<file path="src/rtl/rr_arbiter_n.sv">
// N-way arbiter with round-robin / fixed-priority selection and bounded
// per-requester grant locking. All outputs are registered.
module rr_arbiter_n #(
  parameter  int unsigned N        = 4,
  parameter  int unsigned HOLD_MAX = 8,
  localparam int unsigned IDW      = $clog2(N)
) (
  input  logic           clk,
  input  logic           reset,
  input  logic [N-1:0]   req,
  input  logic [N-1:0]   lock,
  input  logic           mode,
  output logic [N-1:0]   gnt,
  output logic [IDW-1:0] gnt_id,
  output logic           gnt_valid,
  output logic           timeout
);

  localparam int unsigned CW = $clog2(HOLD_MAX + 1);

  logic [IDW-1:0] ptr, cur;
  logic [CW-1:0]  hold_cnt;

  logic [N-1:0]   gnt_n;
  logic [IDW-1:0] gnt_id_n, ptr_n, cur_n, pick, idx;
  logic [CW-1:0]  hold_n;
  logic           gnt_valid_n, timeout_n, locked, found;
  logic [N-1:0]   elig;

  // Next-state: hold an active lock, or arbitrate (masking the owner on forced release)
  always_comb begin
    gnt_n       = '0;
    gnt_id_n    = '0;
    gnt_valid_n = 1'b0;
    timeout_n   = 1'b0;
    ptr_n       = ptr;
    cur_n       = cur;
    hold_n      = '0;
    elig        = req;
    found       = 1'b0;
    pick        = '0;
    idx         = '0;
    locked      = gnt_valid && req[cur] && lock[cur];

    if (locked && (hold_cnt < CW'(HOLD_MAX))) begin
      gnt_n       = gnt;
      gnt_id_n    = gnt_id;
      gnt_valid_n = 1'b1;
      hold_n      = hold_cnt + CW'(1);
    end else begin
      if (locked) begin
        elig[cur] = 1'b0;
        timeout_n = 1'b1;
      end
      // Scan in reverse so the first index in priority order wins last
      if (mode) begin
        for (int i = int'(N) - 1; i >= 0; i--) begin
          if (elig[IDW'(i)]) begin
            found = 1'b1;
            pick  = IDW'(i);
          end
        end
      end else begin
        for (int i = int'(N) - 1; i >= 0; i--) begin
          idx = IDW'((int'(ptr) + i) % int'(N));
          if (elig[idx]) begin
            found = 1'b1;
            pick  = idx;
          end
        end
      end
      if (found) begin
        gnt_n       = N'(1) << pick;
        gnt_id_n    = pick;
        gnt_valid_n = 1'b1;
        cur_n       = pick;
        hold_n      = CW'(1);
        ptr_n       = (pick == IDW'(N - 1)) ? '0 : pick + IDW'(1);
      end
    end
  end

  // State and output registers with synchronous reset
  always_ff @(posedge clk) begin
    if (reset) begin
      gnt       <= '0;
      gnt_id    <= '0;
      gnt_valid <= 1'b0;
      timeout   <= 1'b0;
      ptr       <= '0;
      cur       <= '0;
      hold_cnt  <= '0;
    end else begin
      gnt       <= gnt_n;
      gnt_id    <= gnt_id_n;
      gnt_valid <= gnt_valid_n;
      timeout   <= timeout_n;
      ptr       <= ptr_n;
      cur       <= cur_n;
      hold_cnt  <= hold_n;
    end
  end

endmodule

</file>
<file path="config.mk">
export PLATFORM = sky130hd
export DESIGN_NAME = rr_arbiter_n
export DESIGN_NICKNAME = d
export VERILOG_FILES = /design/src/rtl/rr_arbiter_n.sv
export SDC_FILE = /design/constraint.sdc
export NUM_CORES = 1
export LEC_CHECK = 0
export ABC_AREA = 1
export CAP_MARGIN = 10
export CORE_AREA = 2 2 62 64
export DETAILED_ROUTE_END_ITERATION = 10
export DIE_AREA = 0 0 64 66
export HOLD_SLACK_MARGIN = 0.02
export PLACE_DENSITY = 0.59
export SLEW_MARGIN = 40
export SYNTH_ARGS = -nofsm -noshare
export SYNTH_HDL_FRONTEND = slang
export SYNTH_SLANG_ARGS = --single-unit
</file>
<file path="constraint.sdc">
create_clock -name clk -period 2 [get_ports clk]
set_input_delay 0.2 -clock clk [delete_from_list [all_inputs] [get_ports clk]]
set_output_delay 0.2 -clock clk [all_outputs]
set_load 0.02 [all_outputs]
</file>
# After elaboration in Yosys (flattened, before gate mapping)
# Index checks and enable logic that the tools add are counted.
[word_totals]
regBits = 16
[op_classes]
reduce_logical = 6
order_cmp = 7
bitwise = 3
shifts = 1
n_addsub = 5
n_mux = 40
n_eq_ne = 1
[ops]
columns = ["op", "n"]
rows = [
  ["$mux W2", 10],
  ["$mux W1", 19],
  ["$mux W4", 4],
  ["$lt A2 B3 Y1 const B", 5],
  ["$bmux W1 S2", 6],
  ["$add A2 B1 Y2 const B", 2],
  ["$add A2 B2 Y2 const B", 2],
  ["$add A4 B1 Y4 const B", 1],
  ["$and A4 B4 Y4", 1],
  ["$logic_and A1 B1 Y1", 4],
  ["$lt A4 B4 Y1 const B", 1],
  ["$not A4 Y4", 1],
  ["$shl A1 B2 Y4 const A", 1],
  ["$demux W1 S2", 1],
  ["$eq A2 B2 Y1 const B", 1],
  ["$ge A2 B1 Y1 const B", 1],
  ["$reduce_and A2 Y1", 1],
  ["$reduce_or A2 Y1", 1],
  ["$not A1 Y1", 1],
]

# Logic depth before layout (Yosys ltp)
# Gate-level depths: netlist of the first run.
[logic_depth]
word_depth = 18
depth_mapped = 20

# Worst setup path before layout of the first run
# No wires, ideal clock.
[synth_timing]
path_type = "register -> register"
startpoint = "reg cur[1]"
endpoint = "reg ptr[1]"
arrival_ns = 1.940
setup_ns = 0.121
setup_slack_ns = -0.061
path_stages_with_launch = 20
t_required_ns = 1.879
path_cell_list = "dfxtp_1 nor2_2 nand2_2 nand3_2 nor2_4 nand2_1 nand3_1 nand2_1 nand2_1 nand2_1 nand2_1 nand2_1 nand2_1 nand3_2 nand2_1 inv_1 ha_1 inv_1 o21ai_1 a21oi_1"
[synth_via]
elab_chain_cells = 18
elab_cells_between_ends = 43
cone_classes = "add/sub: 1; order compare: 2; eq/ne: 1; mux: 31; bitwise: 3; reduce/logical: 5"
[synth_lines]
columns = ["element", "line_no", "text"]
rows = [
  ["from (decl)", "21", "logic [IDW-1:0] ptr, cur;"],
  ["from (signal assigned)", "99", "cur <= cur_n;"],
  ["$lt A2 B3 Y1 (not written as such) / $ge A2 B1 Y1 (equally long branches)", "52", "elig[cur] = 1'b0;"],
  ["$logic_and A1 B1 Y1 (not written as such)", "52", ""],
  ["$mux W1 (not written as such)", "52", ""],
  ["$demux W1 S2", "52", ""],
  ["$not A4 Y4 (no source line)", "n/a", ""],
  ["$and A4 B4 Y4 (no source line)", "n/a", ""],
  ["$mux W4", "51", "if (locked) begin"],
  ["$mux W4", "45", "if (locked && (hold_cnt < CW'(HOLD_MAX))) begin"],
  ["$bmux W1 S2", "66", "if (elig[idx]) begin"],
  ["$mux W1 (not written as such)", "66", ""],
  ["$mux W2 (4 in series)", "66", ""],
  ["$mux W2", "56", "if (mode) begin"],
  ["$mux W2", "45", ""],
  ["$add A2 B1 Y2 / $eq A2 B2 Y1 (equally long branches)", "78", "ptr_n = (pick == IDW'(N - 1)) ? '0 : pick + IDW'(1);"],
  ["$mux W2", "78", ""],
  ["to (signal assigned)", "98", "ptr <= ptr_n;"],
  ["to (decl)", "21", ""],
]
# Several ways; a longest one is shown, not always the timed one. The select of a mux whose other input is x is not followed.
# A chain may end at the register's enable or synchronous reset.

# Worst setup path in the final report of the first run
[layout_timing]
startpoint = "reg cur[0]"
endpoint = "reg ptr[1]"
# Same word-level chain as after synthesis.

==> results of run 1 <==
## power by group through the flow
stage	combinational [mW]	clock [mW]	sequential (mW)
global placement	0.988	0	0.477
detailed placement	0.983	0	0.476
CTS	1.01	0.218	0.478
global route	1.27	0.235	0.493
finish	1.13	0.209	0.481
floorplan	0.569	0	0.506
## per-stage QoR
stage / area (sq um) / hold WS, ns
2_1_floorplan: 1050 / 0.441
3_3_place_gp: 1460 / 0.449
3_5_place_dp: 1460 / 0.449
4_1_cts: 1520 / 0.462
5_1_grt: 1600 / 0.489
6_report: 1600 / 0.463
## final cells by class
cell class                      instances  share of cell area, %
Clock buffer                            4                   2.27
Tap cell                               48                   3.75
Inverter                               24                   5.79
Sequential cell                        16                   20.5
Timing Repair Buffer                   44                   23.5
Multi-Input combinational cell        108                   44.3
## cells by family after synthesis
family / share of synthesized area, %
simple gates: 40.8
buf+inv: 9.76
fa+ha+maj: 6.02
flops: 30.8
compound gates: 10.8
xor+xnor: 1.69
## routing by layer
metal / track usage, % / share of wire (%) / wire, microns
met5: 0 / 0 / 0
met3: 3.75 / 3.0 / 71
met4: 3.26 / 0.90 / 21
met1: 14.2 / 46 / 1080
met2: 19.9 / 50 / 1160
## what timing repair did
action | CTS | global route
pin swaps | 2 | 10
gates resized for setup | 7 | 22
endpoints found under the setup margin | 5 | 10
setup buffers | 1 | 1
## worst register-to-register path, stage by stage, from the launching register on
cell	delay, ns
dfxtp_4	0.39
inv_4	0.08
nor2_4	0.04
nand2_2	0.05
nand2_2	0.07
nor2_4	0.19
nand2_2	0.11
nand2_2	0.08
nand2_2	0.05
nand3_2	0.08
nand2_2	0.05
nand2_2	0.05
nand2_1	0.04
nand2_1	0.06
nand3_2	0.08
nand2_2	0.09
inv_2	0.05
ha_4	0.25
inv_2	0.02
o21ai_1	0.10
a21oi_1	0.05
## path summary, 6_finish.rpt
| kind | start | to | slack [ns] | cells after the start |
|---|---|---|---|---|
| setup / recovery | cur[0]$_SDFFE_PP0P_ | ptr[1]$_SDFFE_PP0P_ | -0.11 | 20 |
| hold / removal | gnt[3]$_SDFFE_PP0N_ | gnt[3]$_SDFFE_PP0N_ | 0.46 | 2 |
| setup reg to reg | cur[0]$_SDFFE_PP0P_ | ptr[1]$_SDFFE_PP0P_ | -0.11 | 20 |
| hold reg to reg | gnt[3]$_SDFFE_PP0N_ | gnt[3]$_SDFFE_PP0N_ | 0.46 | 2 |
## flip-flops by register name (all words and copies together) (netlist names)
register and flops:
cur 2, timeout 1, gnt_valid 1, gnt 4
hold_cnt 4, gnt_id 2, ptr 2
## cell usage in the layout (no fill, tap or decap), drive strengths merged, types with 5 or more instances in the layout
cell,count
nor2,10
nand2,51
buf,26
inv,24
ha,5
dfxtp,16
o21ai,9
a21oi,7
clkdlybuf4s50,18
nand3,18
==> flow_metrics.env, run 1 <==
export IMPL_start_util_pct=29.2
export IMPL_clock_sinks=16
export IMPL_p_seq_share_pct=26.4
export IMPL_grt_pass1_wl_microns=3930
export IMPL_cp_end_kind="flop"
export IMPL_crit_fanout=5
export IMPL_p_sw_share_pct=42.6
export IMPL_drcViolationCount=0
export IMPL_synth_top_area_share_pct=30.8
export IMPL_ios=19
export IMPL_ant_nets=0
export IMPL_synth_seq_cells=16
export IMPL_rows=22
export IMPL_yosysSeqAreaShare_pct=30.8
export IMPL_htreeDepth=1
export IMPL_syn_to_final_growth_pct=54.1
export IMPL_path_common_cell="nand2_2"
export IMPL_p_clk_share_pct=11.5
export IMPL_synthFlopType="dfxtp_1"
export IMPL_place_inst=238
export IMPL_grt_pass1_vias=986
export IMPL_fin_cells=244
export IMPL_violations="negative setup slack"
export IMPL_intPower_mw=1.04
export IMPL_hold_path_class="reg2reg"
export IMPL_track_usage_pct=11.7
export IMPL_power_leakage_nw=0.750
export IMPL_ff_latch_area_sq_um=328
export IMPL_tritoncts="built"
export IMPL_cpLargestDelayFamily="simple AND/OR/NAND/NOR gates"
export IMPL_rsz0062_at_grt="true"
export IMPL_p_comb_share_pct=62.1
export IMPL_synth_most_common_cell="nand2_1"
export IMPL_fin_crit_sh_pct=105
export IMPL_io_buffer_count=18
export IMPL_cp_arrival_ns=2.29
export IMPL_place_ws_ns=-0.369
export IMPL_synth_distinct_cells=25
export IMPL_vias_per_cell=4.28
export IMPL_multi_input_comb_area_sq_um=708
export IMPL_fmax_mhz=474
export IMPL_slew_violations=0
export IMPL_synth_area_leaders="dfxtp_1 (31%), nand2_1 (16%), nand3_2 (7.7%)"
export IMPL_finalHoldViolations=0
export IMPL_path_cells="inv_4 > nor2_4 > nand2_2 > nand2_2 > nor2_4 > nand2_2 > nand2_2 > nand2_2 > nand3_2 > nand2_2 > nand2_2 > nand2_1 > nand2_1 > nand3_2 > nand2_2 > inv_2 > ha_4 > inv_2 > o21ai_1 > a21oi_1"
export IMPL_fin_util_pct=45.1
export IMPL_die_width_microns=64
export IMPL_root_buffer="clkbuf_4"
export IMPL_detailed_place_hpwl_microns=1810
export IMPL_antenna_found_initial=0
export IMPL_tightest_slew_ns=0.218
export IMPL_synth_top_area_cell="dfxtp_1"
export IMPL_crit_type="reg2reg"
export IMPL_startpoint_type="flop"
export IMPL_grt_start_max_net_pins=10
export IMPL_fin_ws_ns=-0.109
export IMPL_vias=1045
export IMPL_fp_dieArea_sq_um=4220
export IMPL_power_density_nw_per_um2=1140
export IMPL_fin_nets=213
export IMPL_status="finished with violations"
export IMPL_crit_required_ns=2.18
export IMPL_max_stage_delay_ns=0.39
export IMPL_clk_latency_ns=0.28
export IMPL_syn_nets=166
export IMPL_tns_ns=-0.218
export IMPL_gp_congestion=0.880
export IMPL_n_antenna_cell=0
export IMPL_routedWlPerCell_microns=9.57
export IMPL_netlist_instances=150
export IMPL_ys_warn_count=0
export IMPL_cts_buffers=3
export IMPL_netlist_area_sq_um=1040
export IMPL_drt_iter0_drc=10
export IMPL_async_reset_ff_share_pct=0
export IMPL_drive_above_1_share_pct=41.8
export IMPL_fp_dieH_microns=66
export IMPL_synth_area_per_cell_sq_um=6.92
export IMPL_clkTransAtPathRegs_ns=0.09
export IMPL_path_buf_inv=3
export IMPL_vdd_drop_max_v=0.000425
export IMPL_synth_edf_count=0
export IMPL_clockBufferDepth=2
export IMPL_drt_first_pass_iters=4
export IMPL_fin_crit_ns=2.11
export IMPL_slew_headroom_pct=85.4
export IMPL_netlist_top_cells_count="nand2_1 (44), inv_1 (19), dfxtp_1 (16), nand3_1 (10), nand3_2 (8)"
export IMPL_total_power_mw=1.82
export IMPL_skew_ns=0.00124
export IMPL_slowest_stage="dfxtp_4"
export IMPL_setup_viol=3
export IMPL_coreArea_sq_um=3550
export IMPL_p_sw_mw=0.774
export IMPL_maxCapViolCount=0
export IMPL_grt_overflow_total=0
export IMPL_wl_microns=2340
export IMPL_cts_hold_buf=0
export IMPL_fill_cells=346
(Power assumes the default switching activity.)
==> run 2, diff against run 1 <==
GPL_ROUTABILITY_DRIVEN = 1   (was not set)
==> results of run 2 <==
The final DEF is identical to that of run 1; final timing and power are the same.
